===== src/rtl/wash_sequencer_pkg.sv =====
// wash_sequencer_pkg: state encoding and default phase lengths for the wash sequencer
package wash_sequencer_pkg;
  typedef enum logic [2:0] {
    S_IDLE  = 3'd0,
    S_READY = 3'd1,
    S_SOAK  = 3'd2,
    S_WASH  = 3'd3,
    S_RINSE = 3'd4,
    S_SPIN  = 3'd5,
    S_DONE  = 3'd6,
    S_FAULT = 3'd7
  } state_e;
  localparam int DEF_COIN_PRICE   = 2;
  localparam int DEF_SOAK_CYCLES  = 8;
  localparam int DEF_WASH_CYCLES  = 16;
  localparam int DEF_RINSE_CYCLES = 8;
  localparam int DEF_RINSE_PASSES = 2;
  localparam int DEF_SPIN_CYCLES  = 8;
  localparam int DEF_TIMER_W      = 8;
endpackage


===== src/rtl/wash_phase_timer.sv =====
// wash_phase_timer: loadable down-counter for phase durations; load beats enable
module wash_phase_timer #(
  parameter int TIMER_W = 8
) (
  input  logic               clock,
  input  logic               reset,
  input  logic               load,
  input  logic [TIMER_W-1:0] load_val,
  input  logic               en,
  output logic [TIMER_W-1:0] count,
  output logic               zero
);
  logic [TIMER_W-1:0] count_q, count_d;
  always_comb count_d = load ? load_val : en ? count_q - TIMER_W'(1) : count_q;
  always_ff @(posedge clock or posedge reset)
    if (reset) count_q <= '0;
    else count_q <= count_d;
  assign count = count_q;
  assign zero  = count_q == '0;
endmodule


===== src/rtl/wash_sequencer.sv =====
// wash_sequencer: coin-operated wash cycle controller with lid interlock and fault handling.
// Define WASH_BALANCE_RETRY_EN to allow two SPIN reloads on out-of-balance before faulting.
module wash_sequencer
  import wash_sequencer_pkg::*;
#(
  parameter int COIN_PRICE   = DEF_COIN_PRICE,
  parameter int SOAK_CYCLES  = DEF_SOAK_CYCLES,
  parameter int WASH_CYCLES  = DEF_WASH_CYCLES,
  parameter int RINSE_CYCLES = DEF_RINSE_CYCLES,
  parameter int RINSE_PASSES = DEF_RINSE_PASSES,
  parameter int SPIN_CYCLES  = DEF_SPIN_CYCLES,
  parameter int TIMER_W      = DEF_TIMER_W
) (
  input  logic               clock,
  input  logic               reset,
  input  logic               sig_Lid_Closed,
  input  logic               sig_Coin,
  input  logic               sig_Cancel,
  input  logic               sig_Out_Of_Balance,
  input  logic               sig_Motor_Failure,
  output logic [2:0]         state,
  output logic [TIMER_W-1:0] time_left,
  output logic [3:0]         rinse_pass,
  output logic               motor_on,
  output logic               water_valve,
  output logic               drain,
  output logic               busy,
  output logic               done,
  output logic               fault
);
  localparam int CW = $clog2(COIN_PRICE + 1);
  localparam logic [TIMER_W-1:0] SOAK_L  = TIMER_W'(SOAK_CYCLES - 1);
  localparam logic [TIMER_W-1:0] WASH_L  = TIMER_W'(WASH_CYCLES - 1);
  localparam logic [TIMER_W-1:0] RINSE_L = TIMER_W'(RINSE_CYCLES - 1);
  localparam logic [TIMER_W-1:0] SPIN_L  = TIMER_W'(SPIN_CYCLES - 1);
  state_e state_q, state_d;
  logic [CW-1:0] coin_q, coin_d, coin_inc;
  logic [3:0] rp_q, rp_d;
  logic motor_q, motor_d, water_q, water_d, drain_q, drain_d;
  logic busy_q, busy_d, done_q, done_d, fault_q, fault_d;
  logic ld, en, tz, phase, more_rinse;
  logic [TIMER_W-1:0] ld_val;
`ifdef WASH_BALANCE_RETRY_EN
  logic [1:0] retry_q, retry_d;
`endif
  wash_phase_timer #(.TIMER_W(TIMER_W)) u_timer (
    .clock(clock), .reset(reset), .load(ld), .load_val(ld_val), .en(en),
    .count(time_left), .zero(tz)
  );
  assign phase      = state_q inside {S_SOAK, S_WASH, S_RINSE, S_SPIN};
  assign coin_inc   = coin_q == CW'(COIN_PRICE) ? coin_q : coin_q + CW'(1);
  assign more_rinse = (rp_q + 4'd1) < 4'(RINSE_PASSES);
  always_comb begin
    state_d = state_q;
    coin_d  = coin_q;
    rp_d    = rp_q;
    ld      = 1'b0;
    ld_val  = SPIN_L;
    en      = 1'b0;
`ifdef WASH_BALANCE_RETRY_EN
    retry_d = retry_q;
`endif
    if (sig_Motor_Failure && state_q != S_IDLE) state_d = S_FAULT;
    else if (sig_Cancel && state_q inside {S_IDLE, S_READY}) begin
      state_d = S_IDLE;
      coin_d  = '0;
    end else if (sig_Cancel && state_q inside {S_SOAK, S_WASH, S_RINSE}) begin
      state_d = S_SPIN;
      ld      = 1'b1;
    end else if (sig_Out_Of_Balance && state_q == S_SPIN) begin
`ifdef WASH_BALANCE_RETRY_EN
      state_d = retry_q == 2'd2 ? S_FAULT : S_SPIN;
      ld      = retry_q != 2'd2;
      retry_d = retry_q == 2'd2 ? retry_q : retry_q + 2'd1;
`else
      state_d = S_FAULT;
`endif
    end else if (phase && !sig_Lid_Closed) en = 1'b0;
    else if (phase && tz) begin
      // SPIN expiry leaves the timer parked at zero for DONE
      ld      = state_q != S_SPIN;
      state_d = state_q == S_SOAK ? S_WASH : state_q == S_WASH ? S_RINSE :
                state_q == S_RINSE ? (more_rinse ? S_RINSE : S_SPIN) : S_DONE;
      ld_val  = state_q == S_SOAK ? WASH_L : state_q == S_WASH ? RINSE_L :
                (state_q == S_RINSE && more_rinse) ? RINSE_L : SPIN_L;
      rp_d    = rp_q + 4'(state_q == S_RINSE);
`ifdef WASH_BALANCE_RETRY_EN
      retry_d = state_q == S_SPIN ? 2'd0 : retry_q;
`endif
    end else if (phase) en = 1'b1;
    else if (state_q == S_READY && sig_Lid_Closed) begin
      state_d = S_SOAK;
      ld      = 1'b1;
      ld_val  = SOAK_L;
    end else if (state_q == S_DONE && !sig_Lid_Closed) begin
      state_d = S_IDLE;
      coin_d  = '0;
      rp_d    = '0;
    end else if (state_q == S_IDLE && sig_Coin) begin
      coin_d  = coin_inc;
      state_d = coin_inc == CW'(COIN_PRICE) ? S_READY : S_IDLE;
    end
    motor_d = sig_Lid_Closed && state_d inside {S_WASH, S_RINSE, S_SPIN};
    water_d = sig_Lid_Closed && state_d inside {S_SOAK, S_RINSE};
    drain_d = sig_Lid_Closed && state_d == S_SPIN;
    busy_d  = state_d inside {S_SOAK, S_WASH, S_RINSE, S_SPIN};
    done_d  = state_d == S_DONE;
    fault_d = state_d == S_FAULT;
  end
  always_ff @(posedge clock or posedge reset)
    if (reset) begin
      state_q <= S_IDLE;
      coin_q  <= '0;
      rp_q    <= '0;
      {motor_q, water_q, drain_q, busy_q, done_q, fault_q} <= '0;
    end else begin
      state_q <= state_d;
      coin_q  <= coin_d;
      rp_q    <= rp_d;
      {motor_q, water_q, drain_q, busy_q, done_q, fault_q} <=
        {motor_d, water_d, drain_d, busy_d, done_d, fault_d};
    end
`ifdef WASH_BALANCE_RETRY_EN
  always_ff @(posedge clock or posedge reset)
    if (reset) retry_q <= '0;
    else retry_q <= retry_d;
`endif
  assign state       = state_q;
  assign rinse_pass  = rp_q;
  assign motor_on    = motor_q;
  assign water_valve = water_q;
  assign drain       = drain_q;
  assign busy        = busy_q;
  assign done        = done_q;
  assign fault       = fault_q;
endmodule


===== config.mk =====
export PLATFORM = sky130hd
export DESIGN_NAME = wash_sequencer
export DESIGN_NICKNAME = d
export VERILOG_FILES = /design/src/rtl/wash_sequencer_pkg.sv /design/src/rtl/wash_phase_timer.sv /design/src/rtl/wash_sequencer.sv
export SDC_FILE = /design/constraint.sdc
export NUM_CORES = 1
export LEC_CHECK = 0
export ABC_AREA = 1
export BUFFER_PORTS_ARGS = -buffer_cell sky130_fd_sc_hd__clkbuf_2
export CAP_MARGIN = 20
export CORE_MARGIN = 8
export CORE_UTILIZATION = 31
export DETAILED_ROUTE_END_ITERATION = 16
export GPL_TIMING_DRIVEN = 0
export HOLD_SLACK_MARGIN = 0.05
export SLEW_MARGIN = 30
export SYNTH_ARGS = -nofsm -noshare
export SYNTH_HDL_FRONTEND = slang
export SYNTH_SLANG_ARGS = --single-unit

===== constraint.sdc =====
create_clock -name clock -period 4.55 [get_ports clock]
set_input_delay 0.91 -clock clock [delete_from_list [all_inputs] [get_ports clock]]
set_output_delay 0.91 -clock clock [all_outputs]
set_load 0.05 [all_outputs]

# == Word-level counts from Yosys, hierarchy flattened ==
# Cells that the tools add are included.
# word_totals
output_inout_bits,21
elab_cells,123
input_bits,7
ff_bits,23
# classes
bitwise_logic,5
n_eq_ne,23
n_lt_le_gt_ge,1
muxes,53
n_addsub,4
n_reduce_logical,27
# op_table
op,n
two-way mux 4 bit,11
two-way mux 3 bit,11
two-way mux 2 bit,12
== test 3 bit (second input constant),7
two-way mux 1 bit,17
two-way mux 8 bit,2
AND reduction 8 bit,2
== test 3 x 2 -> 1 bit (second input constant),4
logical AND 1 bit,12
!= test 2 bit (second input constant),6
nonzero test 3 bit,4
zero test 8 bit,1
nonzero test 2 bit,4
nonzero test 4 bit,2
subtractor 8 x 1 -> 8 bit (second input constant),1
inverter 1 bit,5
adder 4 x 1 -> 4 bit,1
adder 4 x 1 -> 4 bit (second input constant),1
== test 2 bit (second input constant),2
less-than comparator 4 x 2 -> 1 bit (second input constant),1
!= test 2 x 1 -> 1 bit (second input constant),2
== test 3 x 1 -> 1 bit (second input constant),1
zero test 3 bit,1
!= test 3 bit (second input constant),1
2 further kinds,2

# == Depth between registers and ports, before layout ==
# depth
ltp_word,17
mapped_depth,16
mapped_depth_nobuf,16

# == Hierarchy ==
# From an unflattened synthesis, not the netlist that was laid out.
# hier_totals
hier_cells,222
hier_area_um2,1595.3
# modules_own_cells
mod,seq_area_each_um2,area_each_um2,n_inst,cells_each
wash_sequencer,375.4,1054.8,1,153
wash_phase_timer,200.2,540.5,1,69

# == Worst setup path after synthesis ==
# No wires, ideal clock.
# synth_path
path_type,register -> register
startpoint,"register u_timer.count_q[0], in the netlist u_timer.count[0]"
endpoint,"register water_q, in the netlist water_valve"
stages_incl_launch_ff,15
setup_time_ps,77
n_path_buf,0
synth_period_minus_slack_ps,2161
t_arrival_ps,2084
slack_ps,2389
required_ps,4473
cell_sequence,dfrtp_1 inv_1 ha_1 nand3_1 nor2_1 nand2_4 nand2_1 nand2_1 nand2_1 nand2_1 nand2_2 nand2_1 nor2_2 nand2_1 a21oi_1
# synth_between
elab_chain_cells,11
word_cells_on_any_way,12
classes_between,2 x eq/ne; 6 x mux; 4 x reduce/logical
# synth_lines
element,line,rtl
start: declaration,wash_phase_timer.sv:13,"logic [TIMER_W-1:0] count_q, count_d;"
start signal: assignment,wash_phase_timer.sv:17,else count_q <= count_d;
zero test 8 bit *,wash_phase_timer.sv:19,assign zero = count_q == '0;
logical AND 1 bit *,wash_sequencer.sv:79,else if (phase && tz) begin
two-way mux 3 bit *,wash_sequencer.sv:79,
two-way mux 3 bit *,wash_sequencer.sv:78,end else if (phase && !sig_Lid_Closed) en = 1'b0;
two-way mux 3 bit *,wash_sequencer.sv:70,end else if (sig_Out_Of_Balance && state_q == S_SPIN) begin
two-way mux 3 bit *,wash_sequencer.sv:67,"end else if (sig_Cancel && state_q inside {S_SOAK, S_WASH, S_RINSE}) begin"
two-way mux 3 bit *,wash_sequencer.sv:64,"else if (sig_Cancel && state_q inside {S_IDLE, S_READY}) begin"
two-way mux 3 bit *,wash_sequencer.sv:63,if (sig_Motor_Failure && state_q != S_IDLE) state_d = S_FAULT;
named net state_d[1],wash_sequencer.sv:36,"state_e state_q, state_d;"
== test 3 x 2 -> 1 bit / == test 3 bit (equally long branches),wash_sequencer.sv:104,"water_d = sig_Lid_Closed && state_d inside {S_SOAK, S_RINSE};"
nonzero test 2 bit *,wash_sequencer.sv:104,
logical AND 1 bit *,wash_sequencer.sv:104,
named net water_d,wash_sequencer.sv:39,"logic motor_q, motor_d, water_q, water_d, drain_q, drain_d;"
end signal: assignment,wash_sequencer.sv:120,"{motor_q, water_q, drain_q, busy_q, done_q, fault_q} <="
end: declaration,wash_sequencer.sv:39,
# The timed path passes the listed nets; every way through them passes the cells marked *.
# A chain may end at the register's enable or synchronous reset.

# == Worst setup path in the final report ==
# Ends and elaborated chain as after synthesis.

==> results.md <==
* Status: complete, no violations
* Largest area contributor in the netlist: dfrtp_1
* Port bufs at 27
* Post-route cell area at 1780 sq um
* Clock tree buffer depth at 2
* Cts hold-fix bufs at 0
* Largest net degree at the start of global routing at 24
* Kind of cell adding the most delay to the critical path: simple AND/OR/NAND/NOR gates
* Cell mode on critical path: nand2_1
* Final TNS setup at 0 ns
* Mux cell area share after synthesis at 0%
* Synth cell types at 23
* Via density at 4.49
* Adder-cell share of the synthesized area at 4.13%
* Setup Buffers After CTS at 0
* # Max-Cap Violations at 0
* DRT antenna net count at 0
* Fin crit share at 49.1%
* Worst Setup End Kind: register
* Synth Register Bits at 23
* Critical-path top delay cell: dfrtp_1
* Area grow syn2layout at 17.4%
* Layout cell share with drive strength beyond 1 at 22.8%
* Hold/Removal Path Class: register to register
* Clock Pin Slew Worst Setup and Hold Paths at 0.08 ns
* Post-Place Cell Area at 1730 sq um
* Antenna cells at 0
* Simple-Gate Fraction of Synth Area at 41.1%
* CP required at 4.74 ns
* Worst EP arrival at 2.43 ns
* Via count at 1404
* Total global routing overflow at 0
* Final core occ at 37.6%
* DRC at 0
* PD cells at 607 nW/um^2
* Post-place setup slack at 2.06 ns
* H-Tree Depth at 1
* Average wire per standard cell at 10.7 um
* Clk root buf: clkbuf_8
* GPL Wtd Cong at 0.859
* CP max stage delay at 0.39 ns
* Final WS setup at 2.32 ns
* Final setup vio count at 0
* Worst Skew at 0.00122 ns
* Mapped Area at 1510 sq um
* Tmin final at 2.23 ns
* Lkg Pwr at 0.00106 uW
* Highest ir drop seen on vdd at 0.348 mV
* Num ports at 28
* Mapped Cells at 215
* Synth top area cells: dfrtp_1 38%, nand2_1 14%, inv_1 8.2%, nand3_1 6.9%, nor2_1 5.7%
* Maximum net fanout on the critical path at 7
* Most frequent cells in the layout: 56 x nand2_1, 32 x inv_1, 27 x clkbuf_2
* Sequential share of the synthesized area at 38.0%
* Detailed Place HPWL at 2.65 mm
* Most common cell after layout, fill and taps aside: nand2_1
* Hold slack at 0.530 ns
* Worst path cell trace: inv_1 -> ha_1 -> nand3_1 -> nor2_1 -> nand2_4 -> nand2_1 -> nand2_1 -> nand2_1 -> nand2_1 -> nand2_2 -> nand2_1 -> nor2_2 -> nand2_1 -> a21oi_1
* Initial antenna violation count at 0
* Kind of critical path: register to register
* Drt total wl at 3.35 mm
* Vias in the first global route at 1312
* GRT Overall Usage at 9.78%
* Full die area at 7380 sq um
* Core ar. at 4720 sq um
* CTS tree: done
* Drt first-iter violations at 53
* Clock Latency Late Sink at 0.27 ns
* CTS Buf Count at 3
* Unrepaired setup endpoints after global routing: no
* Post-CTS sizing at 0
* TritonRoute pass-1 iters at 5
* CP Launch Type: register
* Fillcell total at 496
* CTS Sinks at 23
* CP bufs+invs at 1
* Largest family of logic cells by synthesized area: simple AND/OR/NAND/NOR gates
* Final nets at 259
* Slew Viols, Final at 0
* XOR/XNOR Fraction of Synth Area at 1.74%
* Compound-Gate Fraction of Synth Area at 4.79%
* Post-synth top area share at 38.0%
* Slew Limit Headroom at 67.1%
* Worst Tran Pin Value at 0.492 ns
* Final hold vios at 0
* Initial core utilization at 32.1%
* First-pass GRT wire length at 5.89 mm
* Mean post-synth cell area at 7.04 sq um
* Die width at 85.9 um
* Synth warn at 0
* Post-Syn Nets at 227
* # rows at 25
* Fmax achieved at 0.448 GHz
* Die Y at 85.9 um
## Yosys cell counts
| cell | number |
|---|---|
| a21oi_1 | 5 |
| a31oi_1 | 1 |
| and2_1 | 1 |
| clkinv_2 | 1 |
| dfrtp_1 | 23 |
| ha_1 | 5 |
| inv_1 | 33 |
| inv_2 | 7 |
| nand2_1 | 56 |
| nand2_2 | 7 |
| nand2_4 | 4 |
| nand3_1 | 21 |
| nand3_2 | 1 |
| nand4_1 | 6 |
| nor2_1 | 23 |
| nor2_2 | 2 |
| nor2_4 | 2 |
| nor3_1 | 6 |
| nor3b_2 | 1 |
| o21a_1 | 1 |
| o21ai_0 | 5 |
| o32ai_1 | 1 |
| xor2_1 | 3 |
## registers in the layout, indices dropped and copies added, names as in the netlist
signal         flops
coin_q             2
busy               1
water_valve        1
fault              1
done               1
drain              1
state              3
u_timer.count      8
rinse_pass         4
motor_on           1
## per-layer routing
layer	vias to the layer above	GRT usage, %	wire length [um]
met5	-	0	0
met4	0	2.39	21
met3	4	3.82	228
met2	41	14.8	1420
met1	622	12.6	1680
li1	737	-	-
## cell families (layout without fill, tap and decap cells)
| logic type | count (synthesis) | count (layout) |
|---|---|---|
| xor+xnor | 3 | 3 |
| flops | 23 | 23 |
| fa+ha+maj | 5 | 5 |
| compound gates | 13 | 13 |
| buf+inv | 41 | 72 |
| simple gates | 130 | 130 |
## where the power goes
group / internal (uW) / switching [uW] / total, uW / leakage [uW]
Combinational: 159 / 458 / 617 / 0.000763
Clock: 62.6 / 67.7 / 130 / 0.0000228
Sequential: 270 / 61.9 / 332 / 0.000271
Total: 492 / 587 / 1080 / 0.00106
## cell type report
type                       count  area (sq um)  share of cell area (%)
multi-input combinational    151           783                    44.1
clock buffer                   4          45.0                    2.53
inverter                      41           155                    8.73
timing repair buffer          27           135                    7.60
sequential                    23           576                    32.4
tap                           67          83.8                    4.71
## tightest hold or removal path, delay by kind of cell, from the launching register on
| kind | cells | cell delay, ns |
|---|---|---|
| flops | 1 | 0.37 |
| simple gates | 2 | 0.13 |
## stage by stage
stage / instances / power, uW
after global routing: 313 / 1170
after floorplan: 215 / 824
after CTS: 313 / 1090
after detailed placement: 309 / 956
after global placement: 309 / 949
final: 313 / 1080
## worst paths after layout
path | cells past startpoint | end | from | slack, ns
worst max-delay path | 14 | water_valve | u_timer.count[0] | 2.32
min in group asynchronous | 2 | state[1] | reset | 0.64
max in group asynchronous | 2 | rinse_pass[3] | reset | 3.58
worst min-delay path | 2 | u_timer.count[0] | u_timer.count[0] | 0.53
worst max register to register | 14 | water_valve | u_timer.count[0] | 2.32
worst min register to register | 2 | u_timer.count[0] | u_timer.count[0] | 0.53
(Power assumes the default switching activity.)
